$ cat src/rtl/registro_pipeline.sv
// rtl/registro_pipeline.sv - DEPTH-stage handshaked register pipeline with bubble collapse
// Each stage advances whenever some stage downstream of it can make room.
module registro_pipeline #(
    parameter int n     = 6,
    parameter int DEPTH = 4
) (
    input  logic                       CLK,
    input  logic                       RESET_N,
    input  logic                       CE,
    input  logic                       FLUSH,
    input  logic                       IN_VALID,
    output logic                       IN_READY,
    input  logic [n-1:0]               DATA_IN,
    output logic                       OUT_VALID,
    input  logic                       OUT_READY,
    output logic [n-1:0]               DATA_OUT,
    output logic [$clog2(DEPTH+1)-1:0] OCCUPANCY
);

    localparam int OW = $clog2(DEPTH + 1);

    logic [DEPTH-1:0] valid_q;
    logic [n-1:0]     data_q [DEPTH];
    logic [OW-1:0]    occ_q;

    logic [DEPTH-1:0] free;
    logic [DEPTH-1:0] src_valid;
    logic [n-1:0]     src_data [DEPTH];
    logic             in_fire;
    logic             out_fire;

    // A stage can accept a word if the consumer is ready or any stage from here to the end is empty.
    genvar g;
    generate
        for (g = 0; g < DEPTH; g++) begin : g_stage
            assign free[g] = OUT_READY | ~(&valid_q[DEPTH-1:g]);
            if (g == 0) begin : g_head
                assign src_valid[g] = in_fire;
                assign src_data[g]  = DATA_IN;
            end else begin : g_body
                assign src_valid[g] = valid_q[g-1];
                assign src_data[g]  = data_q[g-1];
            end
        end
    endgenerate

    assign IN_READY  = RESET_N & CE & ~FLUSH & free[0];
    assign in_fire   = IN_VALID & IN_READY;
    assign OUT_VALID = valid_q[DEPTH-1];
    assign DATA_OUT  = data_q[DEPTH-1];
    assign out_fire  = OUT_VALID & OUT_READY;
    assign OCCUPANCY = occ_q;

    always_ff @(posedge CLK or negedge RESET_N) begin
        if (!RESET_N) begin
            valid_q <= '0;
            for (int k = 0; k < DEPTH; k++) begin
                data_q[k] <= '0;
            end
        end else if (FLUSH) begin
            valid_q <= '0;
            for (int k = 0; k < DEPTH; k++) begin
                data_q[k] <= '0;
            end
        end else if (CE) begin
            for (int k = 0; k < DEPTH; k++) begin
                if (free[k]) begin
                    valid_q[k] <= src_valid[k];
                    if (src_valid[k]) begin
                        data_q[k] <= src_data[k];
                    end
                end
            end
        end else if (out_fire) begin
            // Stalled: the consumer may still take the head word, nothing else moves.
            valid_q[DEPTH-1] <= 1'b0;
        end
    end

    always_ff @(posedge CLK or negedge RESET_N) begin
        if (!RESET_N) begin
            occ_q <= '0;
        end else if (FLUSH) begin
            occ_q <= '0;
        end else begin
            occ_q <= occ_q + OW'(in_fire) - OW'(out_fire);
        end
    end

endmodule

$ cat config.mk
export PLATFORM = sky130hd
export DESIGN_NAME = registro_pipeline
export DESIGN_NICKNAME = d
export VERILOG_FILES = /design/src/rtl/registro_pipeline.sv
export SDC_FILE = /design/constraint.sdc
export NUM_CORES = 1
export LEC_CHECK = 0
export ABC_CLOCK_PERIOD_IN_PS = 4300
export CAP_MARGIN = 20
export CELL_PAD_IN_SITES_DETAIL_PLACEMENT = 1
export CELL_PAD_IN_SITES_GLOBAL_PLACEMENT = 1
export CORE_MARGIN = 2
export CORE_UTILIZATION = 44
export DETAILED_ROUTE_END_ITERATION = 10
export PLACE_DENSITY = 0.89
export SKIP_LAST_GASP = 1
export SYNTH_ARGS = -nofsm -noshare
export SYNTH_HDL_FRONTEND = slang
export SYNTH_SLANG_ARGS = --single-unit
$ cat constraint.sdc
create_clock -name CLK -period 4.3 [get_ports CLK]
set_input_delay 0.43 -clock CLK [delete_from_list [all_inputs] [get_ports CLK]]
set_output_delay 0.43 -clock CLK [all_outputs]
set_load 0.005 [all_outputs]
# After elaboration in Yosys (flattened, before gate mapping)
# Index checks and enable logic that the tools add are counted.
[totals]
romBits = 0
ff_bits = 31
wordCells = 66
output_inout_bits = 11
mem_bits_rw = 0
latchBits = 0
input_bits = 12
mem_count = 0
[classes]
addsub = 2
magnitude_cmp = 0
mul = 0
shifts = 0
reduce_logical = 21
div_mod_pow = 0
n_eq_ne = 1
n_mux = 19
bitwise_logic = 14
[ops]
columns = ["op", "count"]
rows = [
  ["$mux W24", 2],
  ["$mux W6", 8],
  ["$reduce_bool A2 Y1", 9],
  ["$reduce_and A3 Y1", 5],
  ["$reduce_and A2 Y1", 5],
  ["$mux W1", 6],
  ["$mux W3", 2],
  ["$and A1 B1 Y1", 5],
  ["$not A1 Y1", 5],
  ["$mux W4", 1],
  ["$or A1 B1 Y1", 4],
  ["$reduce_and A4 Y1", 1],
  ["$add A3 B1 Y3", 1],
  ["$ne A3 B1 Y1 const B", 1],
  ["$reduce_bool A3 Y1", 1],
  ["$sub A3 B1 Y3", 1],
]

# Depth between registers and ports, before layout
[depth]
word_depth = 9
ltp_mapped = 11
mapped_depth_nobuf = 10

# Worst setup path after synthesis
# No wires, ideal clock.
[synth_timing]
kind = "register -> register"
startpoint = "register valid_q[3]"
endpoint = "register occ_q[2] (netlist: OCCUPANCY[2])"
required_time_ps = 4168
synth_period_minus_slack_ps = 2145
t_arrival_ps = 2013
stages_incl_launch_ff = 12
setup_time_ps = 132
setup_slack_ps = 2155
path_buffers = 1
cell_sequence = "dfrtp_1 > and4b_1 > buf_6 > a21oi_1 > nand2b_1 > ha_1 > inv_1 > ha_1 > inv_1 > fa_1 > xnor2_1 > nor2_1"
[synth_between]
elab_chain_cells = 8
elab_cells_between_ends = 9
cone_classes = "add/sub: 2; mux: 1; bitwise: 5; reduce/logical: 1"
[synth_lines]
columns = ["element", "line_no", "source"]
rows = [
  ["start: declaration", "22", "logic [DEPTH-1:0] valid_q;"],
  ["start signal: indexed assignment", "68", "valid_q[k] <= src_valid[k];"],
  ["$reduce_and A4 Y1", "36", "assign free[g] = OUT_READY | ~(&valid_q[DEPTH-1:g]);"],
  ["$not A1 Y1", "36", ""],
  ["$or A1 B1 Y1", "36", ""],
  ["$and A1 B1 Y1", "47", "assign IN_READY = RESET_N & CE & ~FLUSH & free[0];"],
  ["$and A1 B1 Y1", "48", "assign in_fire = IN_VALID & IN_READY;"],
  ["$add A3 B1 Y3", "86", "occ_q <= occ_q + OW'(in_fire) - OW'(out_fire);"],
  ["$sub A3 B1 Y3 *", "86", ""],
  ["$mux W3 *", "83", "end else if (FLUSH) begin"],
  ["end signal: assignment", "86", ""],
  ["end: declaration", "24", "logic [OW-1:0] occ_q;"],
]
# Mark *: on every way between the ends. The rest lies on a longest branch, timed or not.
# A chain may end at the register's enable or synchronous reset.

# Final worst setup path
[layout_timing]
startpoint = "input port OUT_READY"
endpoint = "output port IN_READY"
[layout_between]
elab_chain_cells = 2
[layout_lines]
columns = ["element", "line_no", "source"]
rows = [
  ["start: declaration", "15", "input logic OUT_READY,"],
  ["$or A1 B1 Y1", "36", ""],
  ["$and A1 B1 Y1", "47", ""],
  ["end: declaration", "12", "output logic IN_READY,"],
]
# No other way between the ends.

==> results_dict.tcl <==
set metrics [dict create \
    status "completed" \
    slew_headroom_pct 73.63 \
    dr_total_vias 1163 \
    synth_top_area_share_pct 51.20 \
    grt_pass1_wl_um 5133 \
    final_critical_path_setup_slack_ns 1.608 \
    tns_ns 0 \
    synth-simple-area-share_pct 18.58 \
    globalRouteTotalUtil_pct 16.47 \
    synth_area_sq_um 1515 \
    finalWirelength_um 2953 \
    skew_ns 0.002371 \
    die_w_um 62.68 \
    rrSetupSlack_ns 1.90 \
    ys_seq_area_share_pct 51.20 \
    die_h_um 62.68 \
    finalCriticalPeriod_ns 2.692 \
    fill_cells 387 \
    detailedRoute.firstPassIterationCount 4 \
    grt_pass1_vias 1179 \
    regArea_sq_um 775.7 \
    setup_violations 0 \
    synth_compound_area_share_pct 15.61 \
    path_clk_slew_ns 0.09 \
    synth_adder_area_share_pct 2.973 \
    async_reset_ff_share_pct 100.0 \
    yosys_most_used_dff "dfrtp_1" \
    synth_xor_area_share_pct 1.156 \
    synth_nets 169 \
    r2r_cells 10 \
    synth_edf_count 0 \
    worst_pin_slew_ns 0.3955 \
    start_kind "primary input" \
    placed_cell_area_sq_um 1720 \
    powerDensity_nw_per_um2 316.4 \
    drt_iter0_drc 21 \
    postSynthRegisterBits 31 \
    leakagePower_nw 0.7549 \
    yosysWarnings 0 \
    route.detailed.drc 0 \
    r2r_end "OCCUPANCY[2]$_DFF_PN0_" \
    synth.area.top_cells "dfrtp_1 (51%), a21oi_1 (7.6%), nand3_1 (6.3%), nand2b_1 (5.8%), o21ai_1 (4.6%)" \
    end_kind "primary output" \
    grt_max_degree 38 \
    final_area_sq_um 1807 \
    endpoint "IN_READY" \
    hold_path_class "in2async" \
    cap_viol_max_count 0 \
    placed_cells 209 \
    die-area_sq_um 3929 \
    r2r-start "valid_q[3]$_DFFE_PN0P_" \
    synthMuxAreaShare_pct 3.964 \
    h-tree-depth 2 \
    synth_cell_type_count 27 \
    drv_slew 0 \
    synth_top_family_by_area "simple AND/OR/NAND/NOR gates" \
    crit_type "in2out" \
    cts_tree "yes" \
    area_growth_pct 19.24 \
    gp_congestion 0.7824 \
    cts-root-buf "clkbuf_4" \
    vias_per_cell 5.359 \
    cts_resized 0 \
    clock-sinks 31 \
    pre_cts_ws_ns 1.326 \
    cp_max_fo 9 \
    wire_per_inst_um 13.61 \
    rsz0062_at_grt "no" \
    synth_area_per_cell_sq_um 9.839 \
    p_total_mw 0.5716 \
    finalCritPeriodShare_pct 62.62 \
    post-cts-setup-buffer-count 0 \
    io_pins 23 \
    cts_buffer_depth 2 \
    multi_input_area_sq_um 640.6 \
    synthCells 154 \
    nets 185 \
    fmax_ghz 0.3714 \
    coreArea_sq_um 3311 \
    initial_core_util_pct 45.77 \
    fin_util_pct 54.57 \
    cp.required_ns 3.87 \
    cp.arrival_ns 2.26 \
    io_buffers 22 \
    fin_cells 217 \
    peakVddDrop_mv 0.1302 \
    ant_nets 0 \
    synth_top_cell_by_area "dfrtp_1" \
    clock_latency_ns 0.32 \
    layout-drive-gt1-share_pct 6.433 \
    hold_ws_ns 0.4991 \
    fp-row-count 21 \
    startpoint "OUT_READY" \
    finalHoldViolCount 0 \
    cts-hold-fix-buffers 0 \
    antenna_found_initial 0 \
    cts_buffers 5 \
    grt-ovfl-total 0 \
    dpl.hpwl_um 2230 \
    num_antenna_cells 0 \
]
-- how the worst min path moves through the flow --
stage	cells past startpoint	from	slack [ns]	end
CTS	2	RESET_N	0.51	OCCUPANCY[0]$_DFF_PN0_
finish	2	RESET_N	0.50	OCCUPANCY[1]$_DFF_PN0_
global placement	2	data_q[7]$_DFFE_PN0P_	0.52	DATA_OUT[1]$_DFFE_PN0P_
global route	2	RESET_N	0.52	DATA_OUT[4]$_DFFE_PN0P_
detailed placement	2	data_q[14]$_DFFE_PN0P_	0.53	data_q[8]$_DFFE_PN0P_
floorplan	0	RESET_N	0.13	DATA_OUT[0]$_DFFE_PN0P_
-- cells by family (layout without fill, tap and decap cells) --
| group | Yosys count | in the layout |
|---|---|---|
| xor+xnor | 2 | 2 |
| simple gates | 49 | 49 |
| compound gates | 45 | 45 |
| mux | 6 | 6 |
| flops | 31 | 31 |
| buf+inv | 18 | 35 |
| fa+ha+maj | 3 | 3 |
-- area by class of cell --
type                            count  share of cell area (%)
Multi-Input combinational cell    105                   35.46
Clock inverter                      2                   1.939
Timing Repair Buffer               24                   13.02
Inverter                            3                  0.6233
Sequential cell                    31                   42.94
Clock buffer                        6                   2.839
Tap cell                           46                   3.186
-- flip-flops by register name (all words and copies together) (netlist names) --
name       cells
DATA_OUT       6
OCCUPANCY      3
data_q        18
valid_q        4
-- Yosys cell counts (all sizes together) (3+ instances only) --
master  instances
nand3          19
dfrtp          31
inv             3
clkbuf          7
nand2b         14
mux2i           6
buf             8
and2            4
nand2           3
o21ai          21
a21oi          24
-- placed cells by master (no fill, tap or decap), types with 4 or more instances in the layout --
master / netlist / routed
and2_1: 4 / 4
clkdlybuf4s50_1: 0 / 22
dfrtp_1: 31 / 31
o21ai_1: 14 / 14
o21ai_0: 7 / 7
clkbuf_4: 0 / 5
nand2b_1: 14 / 14
nand3_1: 19 / 19
a21oi_1: 23 / 23
mux2i_1: 6 / 6
-- metal layers --
layer	up-vias	track usage [%]	part of all wire (%)
met4	0	6.389	1.8
met3	9	3.604	3.9
met5	-	0	0
li1	564	-	-
met1	567	18.26	41
met2	23	30.51	53
-- power breakdown --
group / switching [mW] / leakage, nW / internal, mW
clock: 0.0987 / 0.0482 / 0.137
combinational: 0.0197 / 0.275 / 0.0187
sequential: 0.00253 / 0.431 / 0.295
-- critical path, stage by stage --
cell             delay, ns
clkdlybuf4s50_1       0.51
and4b_1               0.54
a21oi_1               0.15
and3_1                0.20
clkdlybuf4s50_1       0.43
(Power assumes the default switching activity.)
